<file path="src/rtl/cla_pkg.sv">
// cla_pkg: shared widths and types for the carry-lookahead adder
package cla_pkg;
   localparam int WIDTH = 32;
   localparam int BLK = 4;
   localparam int NBLK = WIDTH / BLK;
   typedef logic [WIDTH-1:0] word_t;
   // Mask with bits lo..hi set; empty (all zero) when lo > hi.
   function automatic logic [NBLK-1:0] span(input int lo, input int hi);
      return NBLK'(((NBLK + 1)'(1) << (hi + 1)) - ((NBLK + 1)'(1) << lo));
   endfunction
endpackage

</file>
<file path="src/rtl/cla_block4.sv">
// cla_block4: 4-bit lookahead block producing sum bits and group propagate/generate
module cla_block4 (
   input  logic [3:0] a,
   input  logic [3:0] b,
   input  logic       cin,
   output logic [3:0] s,
   output logic       P,
   output logic       G
);
   logic [3:0] g, p, c;
   assign g = a & b;
   assign p = a ^ b;
   // Every internal carry is a flat sum of products of the block carry-in.
   assign c[0] = cin;
   assign c[1] = g[0] | p[0] & cin;
   assign c[2] = g[1] | p[1] & g[0] | p[1] & p[0] & cin;
   assign c[3] = g[2] | p[2] & g[1] | p[2] & p[1] & g[0] | p[2] & p[1] & p[0] & cin;
   assign s = p ^ c;
   // Group signals depend only on the operands, never on cin.
   assign P = &p;
   assign G = g[3] | p[3] & g[2] | p[3] & p[2] & g[1] | p[3] & p[2] & p[1] & g[0];
endmodule

</file>
<file path="src/rtl/cla_adder.sv">
// cla_adder: registered 32-bit two-level carry-lookahead adder; optional ovf output with CLA_OVF_EN
module cla_adder
   import cla_pkg::*;
(
   input  logic             clock,
   input  logic             reset_n,
   input  logic [WIDTH-1:0] A,
   input  logic [WIDTH-1:0] B,
   input  logic             Cin,
`ifdef CLA_OVF_EN
   output logic             ovf,
`endif
   output logic [WIDTH-1:0] S,
   output logic             Cout
);
   logic [NBLK-1:0] bp, bg;
   logic [NBLK:0] bc;
   word_t sum;
   assign bc[0] = Cin;
   for (genvar k = 0; k < NBLK; k++) begin : g_blk
      cla_block4 u_blk (
         .a(A[BLK*k +: BLK]),
         .b(B[BLK*k +: BLK]),
         .cin(bc[k]),
         .s(sum[BLK*k +: BLK]),
         .P(bp[k]),
         .G(bg[k])
      );
   end
   // Block carry k+1 as a flat OR of product terms: each G[j] masked by P[j+1..k], plus Cin masked by P[0..k].
   for (genvar k = 0; k < NBLK; k++) begin : g_la
      logic [k+1:0] t;
      assign t[k+1] = Cin & (&(bp | ~span(0, k)));
      for (genvar j = 0; j <= k; j++) begin : g_t
         assign t[j] = bg[j] & (&(bp | ~span(j + 1, k)));
      end
      assign bc[k+1] = |t;
   end
`ifdef CLA_OVF_EN
   logic c31;
   // Carry into bit 31 recovered from its sum bit, avoiding an extra block output.
   assign c31 = sum[WIDTH-1] ^ A[WIDTH-1] ^ B[WIDTH-1];
`endif
   // Capture the result every edge; reset wins over capture.
   always_ff @(posedge clock) begin
      if (!reset_n) begin
         S <= '0;
         Cout <= 1'b0;
`ifdef CLA_OVF_EN
         ovf <= 1'b0;
`endif
      end else begin
         S <= sum;
         Cout <= bc[NBLK];
`ifdef CLA_OVF_EN
         ovf <= bc[NBLK] ^ c31;
`endif
      end
   end
endmodule

</file>
<file path="config.mk">
export PLATFORM = sky130hd
export DESIGN_NAME = cla_adder
export DESIGN_NICKNAME = d
export VERILOG_FILES = /design/src/rtl/cla_pkg.sv /design/src/rtl/cla_block4.sv /design/src/rtl/cla_adder.sv
export SDC_FILE = /design/constraint.sdc
export NUM_CORES = 1
export LEC_CHECK = 0
export BUFFER_PORTS_ARGS = -buffer_cell sky130_fd_sc_hd__buf_2
export CORE_MARGIN = 3
export CORE_UTILIZATION = 47
export CTS_CLUSTER_DIAMETER = 120
export DETAILED_ROUTE_END_ITERATION = 16
export GPL_TIMING_DRIVEN = 1
export PLACE_DENSITY = 0.8
export SLEW_MARGIN = 20
export SYNTH_ARGS = -nofsm -noshare
export SYNTH_HDL_FRONTEND = slang
export SYNTH_SLANG_ARGS = --single-unit
</file>
<file path="constraint.sdc">
create_clock -name clock -period 3.4 [get_ports clock]
set_input_delay 0.68 -clock clock [delete_from_list [all_inputs] [get_ports clock]]
set_output_delay 0.68 -clock clock [all_outputs]
set_load 0.02 [all_outputs]
</file>
==> flow_metrics.py <==
metrics = {
    "synth": {
        "synth_top_area_frac": 0.3009,
        "yosys.area_share.simple": 0.1630,
        "synth_area_leaders": "dfxtp_1 (30%), ha_1 (18%), fa_1 (7.3%)",
        "avgSynthCellArea_um2": 9.716,
        "yosys-top-cells-count": "dfxtp_1 (33), ha_1 (32), nor2_1 (23)",
        "synth.area.mux_share": 0.009117,
        "synth_compound_area_frac": 0.1840,
        "syn_inst": 226,
        "synth_fa_ha_area_frac": 0.2553,
        "synth_top_family_by_area": "adder cells",
        "synth-async-reset-ratio": 0,
        "post-synth-top-count-cell": "dfxtp_1",
        "yosysWarnings": 0,
        "netlist_area_um2": 2196,
        "synth_xor_xnor_area_share": 0.06382,
        "syn-num-nets": 333,
        "synth_area_leader_cell": "dfxtp_1",
        "yosys_register_bits": 33,
        "ys.flop_type": "dfxtp_1",
        "synthDistinctLibCells": 49,
        "synth_edf_count": 0,
        "seq_area_frac_synth": 0.3009,
    },
    "clock_tree": {
        "cts-resized-gates": 0,
        "cts_tree": "done",
        "clockBufferDepth": 2,
        "cts_inserted_buffers": 5,
        "cts.clk_slew.worst_paths_ns": 0.06,
        "postCtsSetupBuffers": 0,
        "cts_sinks": 33,
        "h-tree-depth": 2,
        "clockRootBuffer": "clkbuf_8",
        "cts-hold-fix-buffers": 0,
    },
    "worst_setup_path": {
        "crit_chain": "buf_2 -> ha_1 -> o21ai_0 -> o21bai_2 -> a211o_4 -> and4_4 -> o21ai_0 -> o211a_1 -> o21bai_1 -> fa_1 -> xnor2_1 -> nor2_1",
        "worstPathArrival_ns": 3.11,
        "cp-start-kind": "input port",
        "crit_family": "compound AO/OA/AOI/OAI gates",
        "critPathKind": "input port to flop",
        "worst-path-buf-inv": 1,
        "cpMaxStageDelayCell": "fa_1",
        "path_max_fanout": 4,
        "cp-end-kind": "flop",
        "required_ns": 3.56,
        "critPathMaxStageDelay_ns": 0.39,
        "crit_top_cell": "o21ai_0",
    },
    "global_route": {
        "antenna_found_initial": 0,
        "track_usage": 0.1918,
        "grt-ovfl-total": 0,
        "grt_pass1_wl_um": 8231,
        "grt_max_degree": 19,
        "grt_pass1_vias": 1966,
    },
    "routing": {
        "dr.pass1.iters": 4,
        "finalWirelength_um": 5026,
        "drc": 0,
        "via_per_inst": 5.228,
        "routedWlPerCell_um": 13.16,
        "final_antenna_net_count": 0,
        "num_vias": 1997,
        "drt_iter0_drc": 107,
    },
    "min_path": {
        "hold_path_end": "Cout$_SDFF_PN0_",
        "hp-start": "B[31]",
        "hold_depth": 4,
        "hold_class": "input port to flop",
    },
    "die": {
        "die_height_um": 74.35,
        "row_count": 24,
        "ios": 100,
        "start_util": 0.4941,
        "die_area_um2": 5528,
        "die_w_um": 74.35,
        "coreArea_um2": 4444,
    },
    "placed_design": {
        "dp_hpwl_um": 4152,
        "pre_cts_slack_ns": 0.1837,
        "placed_area_um2": 2756,
        "numPortBuffers": 99,
        "gp_congestion": 0.8281,
    },
    "sta": {
        "maxSlewHeadroom": 0.7219,
        "post-route-min-period_ns": 2.946,
        "tightest_slew_ns": 0.4171,
        "rsz0062_at_grt": "no",
        "maxSlewViolCount": 0,
        "fmax_mhz": 339.4,
        "final.setup.worst_slack_ns": 0.4540,
        "setup_viol": 0,
        "fin_crit_sh": 0.8665,
        "hold_violations": 0,
        "final.setup.tns_ns": 0,
    },
    "cells_and_area": {
        "final_util": 0.6396,
        "diodes": 0,
        "drive_above_1_share": 0.3697,
        "design_area_um2": 2843,
        "area_delta_synth_final_pct": 29.46,
        "fin_nets": 437,
    },
    "outcome": {
        "outcome": "complete, no violations",
    },
    "job": {
        "max_cap_violations": 0,
    },
    "pwr": {
        "finalPower_mw": 1.175,
        "p_per_area_nw_per_um2": 413.2,
        "peakVddDrop_v": 0.0002131,
        "p_leak_nw": 1.464,
    },
}
[cells in the final DEF (no fill, tap or decap), types with 8 or more instances in the layout]
cell type / instances
inv_1: 10
dfxtp_1: 33
and2_1: 8
xnor2_1: 10
fa_1: 8
ha_1: 32
a21oi_1: 14
o21ai_0: 10
nor2_1: 23
nand2_1: 11
buf_2: 99
[registers in the layout, indices dropped and copies added, names as in the netlist]
register  count
Cout          1
S            32
[through the flow]
step                cells  hold WS, ns
finish                382       0.7393
global route          382       0.7583
CTS                   382       0.7382
detailed placement    375        1.032
global placement      375        1.013
floorplan             226       0.9137
[cell families (layout without fill, tap and decap cells)]
kind of cell	after synthesis	after routing
compound gates	54	54
buf+inv	14	118
xor+xnor	16	16
mux	2	2
fa+ha+maj	40	40
flops	33	33
simple gates	67	67
[per-layer routing]
layer	GRT usage	vias up	part of all wire
li1	-	1015	-
met1	0.2205	895	0.41
met2	0.3465	76	0.50
met3	0.04324	11	0.067
met4	0.07115	0	0.023
met5	0	-	0
[report_power, final]
group	internal, mW	switching (mW)
registers	0.439	0.0115
clock network	0.160	0.132
logic	0.188	0.243
total	0.788	0.387
[final cells by class]
class                      instances  area (µm²)
clock buffer                       7       86.33
inverter                          10       37.54
tap                               52       65.06
multi-input combinational        179        1483
fill                             365        1602
sequential                        33       660.6
timing repair buffer             101       510.5
[worst max path at each step]
| stage | cells after the start | end | startpoint | slack, ns |
|---|---|---|---|---|
| floorplan | 11 | S[29]$_SDFF_PN0_ | A[7] | 0.40 |
| global placement | 12 | S[29]$_SDFF_PN0_ | A[0] | 0.25 |
| detailed placement | 12 | S[29]$_SDFF_PN0_ | A[1] | 0.18 |
| CTS | 12 | S[29]$_SDFF_PN0_ | A[1] | 0.45 |
| global route | 12 | S[29]$_SDFF_PN0_ | A[1] | 0.23 |
| finish | 12 | S[29]$_SDFF_PN0_ | A[1] | 0.45 |
Note: power is estimated with default switching activity, not from simulation.
